## src/rtl/calc_pkg.sv

```systemverilog
// Shared encodings and defaults for the calculator sequencer, its datapath and bench.
// Pure declarations: no logic, no latency, no flow control.
package calc_pkg;

    localparam int CALC_DATA_W = 8;
    localparam int CALC_OP_W   = 3;

    typedef enum logic [2:0] {
        S_A    = 3'd0,
        S_B    = 3'd1,
        S_OP   = 3'd2,
        S_EXEC = 3'd3,
        S_DONE = 3'd4
    } state_t;

    localparam logic [CALC_OP_W-1:0] OP_ADD = 3'd0;
    localparam logic [CALC_OP_W-1:0] OP_SUB = 3'd1;

endpackage

```

## src/rtl/calc_sequencer_if.sv

```systemverilog
// Operand/result bundle between the sequencer (master) and the combinational datapath (slave).
// Master drives registered operands; the slave returns result and error combinationally.
interface calc_sequencer_if
    import calc_pkg::*;
#(
    parameter int DATA_W = CALC_DATA_W,
    parameter int OP_W   = CALC_OP_W
);
    logic [DATA_W-1:0] calc_a;
    logic [DATA_W-1:0] calc_b;
    logic [OP_W-1:0]   calc_op;
    logic [DATA_W-1:0] calc_result;
    logic              calc_err;

    modport master (
        output calc_a,
        output calc_b,
        output calc_op,
        input  calc_result,
        input  calc_err
    );

    modport slave (
        input  calc_a,
        input  calc_b,
        input  calc_op,
        output calc_result,
        output calc_err
    );
endinterface

```

## src/rtl/calc_strobe_sync.sv

```systemverilog
// Synchronises the asynchronous host strobe and emits one pulse per synced rising edge.
// Latency SYNC_STAGES cycles from strobe rise to pulse; no backpressure.
module calc_strobe_sync #(
    parameter int SYNC_STAGES = 2
) (
    input  logic clk,
    input  logic rst_n,
    input  logic i_async_in,
    output logic o_pulse_out
);
    logic [SYNC_STAGES-1:0] r_sync;
    logic [SYNC_STAGES-1:0] r_fill;
    logic                   r_edge;
    logic                   r_armed;
    logic                   w_synced;
    logic                   w_chain_full;

    assign w_synced     = r_sync[SYNC_STAGES-1];
    assign w_chain_full = r_fill[SYNC_STAGES-1];

    // Reset zeros in the chain are not a real low level: only arm once a sampled low has
    // propagated, so a strobe already high at reset release cannot produce a pulse.
    always_ff @(posedge clk) begin
        if (!rst_n) begin
            r_sync  <= '0;
            r_fill  <= '0;
            r_edge  <= 1'b0;
            r_armed <= 1'b0;
        end else begin
            r_sync  <= {r_sync[SYNC_STAGES-2:0], i_async_in};
            r_fill  <= {r_fill[SYNC_STAGES-2:0], 1'b1};
            r_edge  <= w_synced;
            if (w_chain_full && !w_synced) begin
                r_armed <= 1'b1;
            end
        end
    end

    assign o_pulse_out = w_synced & ~r_edge & r_armed;

endmodule

```

## src/rtl/calc_sequencer.sv

```systemverilog
// Collects A, B and opcode bytes from a strobed host bus, holds them for EXEC_LAT cycles, captures the result.
// Result valid EXEC_LAT+1 cycles after the opcode pulse; strobes arriving during execution are dropped.
// Optional CALC_SEQ_ACC_EN: a byte after completion becomes B with the previous result as A.
module calc_sequencer
    import calc_pkg::*;
#(
    parameter int DATA_W      = CALC_DATA_W,
    parameter int OP_W        = CALC_OP_W,
    parameter int EXEC_LAT    = 1,
    parameter int SYNC_STAGES = 2
) (
    input  logic              clk,
    input  logic              rst_n,
    input  logic [DATA_W-1:0] i_in_data,
    input  logic              i_in_strobe,
    input  logic              i_clear,
    calc_sequencer_if.master  dp,
    output logic [DATA_W-1:0] o_result,
    output logic              o_result_valid,
    output logic              o_err,
    output logic              o_busy,
    output logic [2:0]        o_state
);
    localparam int CNT_W = (EXEC_LAT > 1) ? $clog2(EXEC_LAT) : 1;

    logic              w_pulse;
    state_t            r_state, w_state;
    logic [DATA_W-1:0] r_a, w_a;
    logic [DATA_W-1:0] r_b, w_b;
    logic [OP_W-1:0]   r_op, w_op;
    logic [CNT_W-1:0]  r_cnt, w_cnt;
    logic [DATA_W-1:0] r_result, w_result;
    logic              r_err, w_err;
    logic              r_valid, w_valid;

    calc_strobe_sync #(
        .SYNC_STAGES (SYNC_STAGES)
    ) u_sync (
        .clk         (clk),
        .rst_n       (rst_n),
        .i_async_in  (i_in_strobe),
        .o_pulse_out (w_pulse)
    );

    always_ff @(posedge clk) begin
        if (!rst_n) begin
            r_state  <= S_A;
            r_a      <= '0;
            r_b      <= '0;
            r_op     <= '0;
            r_cnt    <= '0;
            r_result <= '0;
            r_err    <= 1'b0;
            r_valid  <= 1'b0;
        end else begin
            r_state  <= w_state;
            r_a      <= w_a;
            r_b      <= w_b;
            r_op     <= w_op;
            r_cnt    <= w_cnt;
            r_result <= w_result;
            r_err    <= w_err;
            r_valid  <= w_valid;
        end
    end

    always_comb begin
        w_state  = r_state;
        w_a      = r_a;
        w_b      = r_b;
        w_op     = r_op;
        w_cnt    = r_cnt;
        w_result = r_result;
        w_err    = r_err;
        w_valid  = r_valid;
        // Abort wins over any byte arriving in the same cycle.
        if (i_clear) begin
            w_state  = S_A;
            w_a      = '0;
            w_b      = '0;
            w_op     = '0;
            w_cnt    = '0;
            w_result = '0;
            w_err    = 1'b0;
            w_valid  = 1'b0;
        end else begin
            case (r_state)
                S_A: begin
                    if (w_pulse) begin
                        w_a     = i_in_data;
                        w_state = S_B;
                    end
                end
                S_B: begin
                    if (w_pulse) begin
                        w_b     = i_in_data;
                        w_state = S_OP;
                    end
                end
                S_OP: begin
                    if (w_pulse) begin
                        w_op    = i_in_data[OP_W-1:0];
                        w_cnt   = CNT_W'(EXEC_LAT - 1);
                        w_state = S_EXEC;
                    end
                end
                S_EXEC: begin
                    if (r_cnt == '0) begin
                        w_result = dp.calc_result;
                        w_err    = dp.calc_err;
                        w_valid  = 1'b1;
                        w_state  = S_DONE;
                    end else begin
                        w_cnt = r_cnt - CNT_W'(1);
                    end
                end
                S_DONE: begin
                    if (w_pulse) begin
                        w_valid = 1'b0;
                        w_err   = 1'b0;
`ifdef CALC_SEQ_ACC_EN
                        w_a     = r_result;
                        w_b     = i_in_data;
                        w_state = S_OP;
`else
                        w_a     = i_in_data;
                        w_state = S_B;
`endif
                    end
                end
                default: w_state = S_A;
            endcase
        end
    end

    assign dp.calc_a      = r_a;
    assign dp.calc_b      = r_b;
    assign dp.calc_op     = r_op;
    assign o_result       = r_result;
    assign o_result_valid = r_valid;
    assign o_err          = r_err;
    assign o_busy         = (r_state == S_B) || (r_state == S_OP) || (r_state == S_EXEC);
    assign o_state        = r_state;

endmodule

```

## src/flat_wrapper.sv

```systemverilog
// flat-port wrapper written by rule: the top's interface ports become plain ports
module calc_sequencer_flat import calc_pkg::*;
#(
    parameter int DATA_W      = CALC_DATA_W,
    parameter int OP_W        = CALC_OP_W,
    parameter int EXEC_LAT    = 1,
    parameter int SYNC_STAGES = 2
)
  (clk, rst_n, i_in_data, i_in_strobe, i_clear, o_result, o_result_valid, o_err, o_busy, o_state, dp_calc_a, dp_calc_b, dp_calc_op, dp_calc_result, dp_calc_err);
  calc_sequencer_if #(.DATA_W(DATA_W), .OP_W(OP_W)) dp_i ();
  input  logic clk;
  input  logic rst_n;
  input  logic [DATA_W-1:0] i_in_data;
  input  logic i_in_strobe;
  input  logic i_clear;
  output logic [DATA_W-1:0] o_result;
  output logic o_result_valid;
  output logic o_err;
  output logic o_busy;
  output logic [2:0] o_state;
  output wire logic [$bits(dp_i.calc_a)-1:0] dp_calc_a;
  output wire logic [$bits(dp_i.calc_b)-1:0] dp_calc_b;
  output wire logic [$bits(dp_i.calc_op)-1:0] dp_calc_op;
  input wire logic [$bits(dp_i.calc_result)-1:0] dp_calc_result;
  input wire logic [$bits(dp_i.calc_err)-1:0] dp_calc_err;
  assign dp_calc_a = dp_i.calc_a;
  assign dp_calc_b = dp_i.calc_b;
  assign dp_calc_op = dp_i.calc_op;
  assign dp_i.calc_result = dp_calc_result;
  assign dp_i.calc_err = dp_calc_err;
  calc_sequencer #(.DATA_W(DATA_W), .OP_W(OP_W), .EXEC_LAT(EXEC_LAT), .SYNC_STAGES(SYNC_STAGES)) u_core (.clk(clk), .rst_n(rst_n), .i_in_data(i_in_data), .i_in_strobe(i_in_strobe), .i_clear(i_clear), .dp(dp_i), .o_result(o_result), .o_result_valid(o_result_valid), .o_err(o_err), .o_busy(o_busy), .o_state(o_state));
endmodule
```

## config.mk

```make
export PLATFORM = sky130hd
export DESIGN_NAME = calc_sequencer_flat
export DESIGN_NICKNAME = d
export VERILOG_FILES = /design/src/rtl/calc_pkg.sv /design/src/rtl/calc_sequencer_if.sv /design/src/rtl/calc_strobe_sync.sv /design/src/rtl/calc_sequencer.sv /design/src/flat_wrapper.sv
export SDC_FILE = /design/constraint.sdc
export NUM_CORES = 1
export LEC_CHECK = 0
export ABC_AREA = 1
export CAP_MARGIN = 20
export CELL_PAD_IN_SITES_DETAIL_PLACEMENT = 1
export CELL_PAD_IN_SITES_GLOBAL_PLACEMENT = 2
export CORE_ASPECT_RATIO = 1.75
export CORE_MARGIN = 3
export CORE_UTILIZATION = 20
export CTS_CLUSTER_DIAMETER = 100
export DETAILED_ROUTE_END_ITERATION = 8
export GPL_TIMING_DRIVEN = 0
export PLACE_DENSITY_LB_ADDON = 0.1
export SLEW_MARGIN = 20
export SYNTH_ARGS = -nofsm -noshare
export SYNTH_HDL_FRONTEND = slang
export SYNTH_SLANG_ARGS = --single-unit
```

## constraint.sdc

```tcl
create_clock -name clk -period 1.1 [get_ports clk]
set_input_delay 0.11 -clock clk [delete_from_list [all_inputs] [get_ports clk]]
set_output_delay 0.11 -clock clk [all_outputs]
set_load 0.02 [all_outputs]
```

**Word level (Yosys, flattened, before mapping)**

Cells that the tools add are included.

- Flip-flop bits (word level): 39
- Logic and storage cells: 57

- Add/sub/neg operators: 1
- Eq/ne operators: 9
- Multiplexer cells: 13
- Bitwise logic cells: 5
- Reductions and logical operators: 16

Operators with widths:

| operator | number |
|---|---|
| two-way mux 3 bit | 4 |
| one-hot mux 3 bit (4 select lines) | 1 |
| AND reduction 2 bit | 5 |
| inequality test 2 bit (second input constant) | 4 |
| equality test 3 x 2 -> 1 bit (second input constant) | 2 |
| one-hot mux 1 bit (2 select lines) | 3 |
| two-way mux 1 bit | 5 |
| AND reduction 4 bit | 1 |
| nonzero test 2 bit | 2 |
| OR reduction 2 bit | 2 |
| equality test 3 x 1 -> 1 bit (second input constant) | 1 |
| equality test 3 bit (second input constant) | 1 |
| logical NOT 3 bit | 1 |
| inverter 1 bit | 3 |
| AND reduction 3 bit | 1 |
| bitwise AND 1 bit | 2 |
| logical OR 1 bit | 2 |
| inequality test 2 x 1 -> 1 bit (second input constant) | 1 |
| logical AND 1 bit | 1 |
| logical NOT 1 bit | 1 |
| subtractor 1 bit (second input constant) | 1 |

**Longest topological paths before layout**

- Depth after elaboration: 5
- Gate-level depth with buffers: 7
- Depth with buffers taken out: 7

**Hierarchy**

From an unflattened synthesis, not the netlist that was laid out.

- Cell total of the unflattened synthesis: 188
- Area, all modules: 1521.5 µm²

Modules (own cells, without submodules):

| module | instances | cells an instance | area each (µm²) | sequential area each (µm²) |
|---|---|---|---|---|
| calc_sequencer | 1 | 168 | 1342.5 | 640.6 |
| calc_strobe_sync | 1 | 20 | 178.9 | 120.1 |

**Least setup slack after synthesis**

OpenSTA, ideal clock, no wires.

- Path type: register to register
- Start: reg u_core.r_state[0] (netlist: u_core.o_state[0])
- End: reg u_core.r_a[0] (netlist: u_core.dp.calc_a[0])
- Library setup time: 0.116 ns
- Arrival time: 1.097 ns
- Data required time: 0.984 ns
- Setup slack: -0.113 ns
- Stages on the path, launching flop included: 8
- Path buffers: 0
- Clock period less this slack: 1.213 ns
- Cells stage by stage: dfxtp_1 -> inv_1 -> nand2_1 -> inv_1 -> nand2_2 -> clkinv_2 -> nor2_1 -> nor2_1

- Cells in the longest elaborated chain, start to end: 3

RTL lines:

| item | line | source |
|---|---|---|
| start: declaration | calc_sequencer.sv:27 | `state_t r_state, w_state;` |
| start signal: assignment | calc_sequencer.sv:56 | `r_state <= w_state;` |
| equality test 3 bit or logical NOT 3 bit (tied branches) | calc_sequencer.sv:87 | `case (r_state)` |
| OR reduction 2 bit (no line) * | -- |  |
| AND reduction 2 bit (no line) * | -- |  |
| end signal: assignment | calc_sequencer.sv:57 | `r_a <= w_a;` |
| end: declaration | calc_sequencer.sv:28 | `logic [DATA_W-1:0] r_a, w_a;` |

Every way passes the cells marked *; elsewhere a longest branch is shown, timed or not.
A chain may end at the register's enable or synchronous reset.

**Worst setup path after layout**

- Start: reg u_core.r_state[0] (netlist: u_core.o_state[0])
- End: out o_busy

- Cells in the longest elaborated chain, start to end: 3

RTL lines:

| item | line | source |
|---|---|---|
| equality test 3 x 1 -> 1 bit or equality test 3 x 2 -> 1 bit (tied branches) | calc_sequencer.sv:142 | `assign o_busy = (r_state == S_B) \|\| (r_state == S_OP) \|\| (r_state == S_EXEC);` |
| logical OR 1 bit | calc_sequencer.sv:142 |  |
| logical OR 1 bit * | calc_sequencer.sv:142 |  |
| end: declaration | flat_wrapper.sv:19 | `output logic o_busy;` |

Marked as above.

==> qor.yml <==
fin_skew_ns: 0.004294
synthAdderAreaFrac_pct: 0
fillers: 804
period_share_pct: 104.9
die_width_um: 69.45
yosysWarnings: 0
route.vias.total: 1394
diodes: 0
path_max_fanout: 5
grt_pass1_vias: 1440
whs_ns: 0.2040
cts_made_buffers: 5
yosysUniqueCellTypes: 16
syn-num-nets: 213
track_usage_pct: 11.00
min_to: "u_core.u_sync.r_fill[0]"
holdPathStages: 1
initial_core_util_pct: 21.07
rsz0062_at_grt: "yes"
post-route-util_pct: 35.54
setup_viol: 9
hp-start: "rst_n"
setup_slack_ns: -0.05346
finalHoldViolations: 0
slew_viol_final: 0
rows: 39
p_leak_uw: 0.001031
finalNonFillerCells: 345
most-common-layout-cells: "nor2_1, dfxtp_1, nand2_1"
powerDensity_nw_per_um2: 1226
ys_ff_latch: 38
grt_antenna_before_repair: 0
hold_class: "in -> reg"
cts.sinks: 38
overflow: 0
dpl.cell_count: 327
period_minus_slack_ns: 1.153
routed_wl_um: 4252
cts_tree: "done"
drc_errors: 0
layout.cells.most_common: "nor2_1"
maxSlewHeadroom_pct: 81.18
clockBufferDepth: 2
worst_r2r_startpoint: "u_core.o_state[0]"
synth-compound-area-share_pct: 8.526
worstReg2RegEnd: "u_core.dp.calc_a[7]"
wire_per_inst_um: 12.32
clock_latency_ns: 0.27
syn_area_per_cell_um2: 7.338
grt_pass1_wl_um: 6941
portBuffers: 53
cp-startpoint: "u_core.o_state[0]"
die_area_um2: 8127
drt_iter0_drc: 58
drt_pass1_iterations: 2
die_height_um: 117.0
crit_type: "reg -> out"
cts-root-buf: "clkbuf_16"
postCtsHoldBufs: 0
htree_num_levels: 2
grt_max_degree: 11
yosys.area_share.simple_pct: 29.31
place_ws_ns: -0.3753
crit_path_start_kind: "flop"
maxCapViolCount: 0
synth_xor_area_share_pct: 0
rrSetupSlack_ns: -0.04
synth_mux_area_share_pct: 0
synth_top_family_by_area: "simple AND/OR/NAND/NOR gates"
worstMarginPinSlew_ns: 0.2816
endpoint_kind: "primary output"
core_um2: 6685
path_clk_slew_ns: 0.05
seq_area_frac_synth_pct: 54.00
netlist_instances: 192
ir_drop_v: 0.0007698
io_pins: 54
required_ns: 0.99
dp.final_hpwl_um: 3116
syn2layout_area_growth_pct: 68.65
reg2reg_depth: 8
ant_nets: 0
fmax_mhz: 867.0
worstPathArrival_ns: 1.04
place.gp.congestion: 0.7717
via_per_inst: 4.041
fin_nets: 284
violations: "setup timing"
outcome: "finished, violations left"
netlist_area_um2: 1409
drive_above_1_share_pct: 22.43
sequential cells by signal, indices dropped and copies added (netlist names):
register,count
u_core.o_result_valid,1
u_core.o_err,1
u_core.dp.calc_op,3
u_core.u_sync.r_armed,1
u_core.dp.calc_a,8
u_core.o_result,8
u_core.u_sync.r_sync,2
u_core.u_sync.r_edge,1
u_core.o_state,3
u_core.u_sync.r_fill,2
u_core.dp.calc_b,8
stage by stage:
stage	instance area, um2	setup TNS [ns]	total power [uW]
after floorplan	1413	0	1492
after global placement	2046	-10.15	1598
after detailed placement	2046	-10.02	1598
after CTS	2253	-0.8153	2972
after global routing	2376	-1.637	3044
final	2376	-0.1904	2912
synthesized netlist by cell type, drive strengths merged:
| library cell | n | area [um2] |
|---|---|---|
| nor3 | 1 | 5.000 |
| clkinv | 1 | 5.000 |
| buf | 5 | 31.28 |
| nor2 | 63 | 249.0 |
| a21oi | 6 | 30.03 |
| dfxtp | 38 | 760.7 |
| inv | 21 | 78.83 |
| nand2 | 35 | 133.9 |
| nand3 | 4 | 25.02 |
| o21ai | 18 | 90.09 |
power breakdown:
group / internal (uW) / leakage (uW) / switching [uW]
Combinational: 104 / 0.000656 / 85.3
Clock: 828 / 0.0000640 / 503
Sequential: 1380 / 0.000311 / 10.4
Total: 2310 / 0.00103 / 599
logic make-up after synthesis:
family          after synthesis
flops                        38
compound gates               24
simple gates                103
buf+inv                      27
per-layer routing:
metal,track usage (%),wire [um]
met1,10.70,1584
met3,2.650,194
met2,22.00,2394
met4,4.302,79
met5,0,0
critical path: stages (launching register included):
cell	delay [ns]
dfxtp_4	0.38
inv_4	0.05
nand2_4	0.07
clkinv_4	0.07
nor2_4	0.08
buf_6	0.11
how the worst max path moves through the flow:
| stage | end | slack [ns] | cells past startpoint |
|---|---|---|---|
| after global routing | u_core.dp.calc_a[3] | -0.09 | 8 |
| after CTS | o_busy | -0.13 | 5 |
| final | o_busy | -0.05 | 5 |
| after detailed placement | u_core.o_state[1] | -0.38 | 6 |
| after global placement | u_core.o_state[1] | -0.39 | 6 |
| after floorplan | u_core.dp.calc_b[5] | 0.003 | 7 |
layout make-up:
| type | instances | area (um2) | share of cell area, % |
|---|---|---|---|
| plain buffers | 5 | 45.04 | 1.896 |
| clock buffers | 7 | 132.6 | 5.582 |
| inverters | 22 | 105.1 | 4.423 |
| multi-input cells | 128 | 638.1 | 26.86 |
| flip-flops and latches | 38 | 779.5 | 32.81 |
| well taps | 82 | 102.6 | 4.318 |
| repair buffers | 63 | 573.1 | 24.12 |
repair_timing:
item | in CTS | in global routing
pin swaps | 4 | 4
gates cloned | 1 | 1
endpoints found under the setup margin | 65 | 31
resized for setup | 71 | 49
setup buffers | 4 | 5
Power figures use the tool's default switching activity.
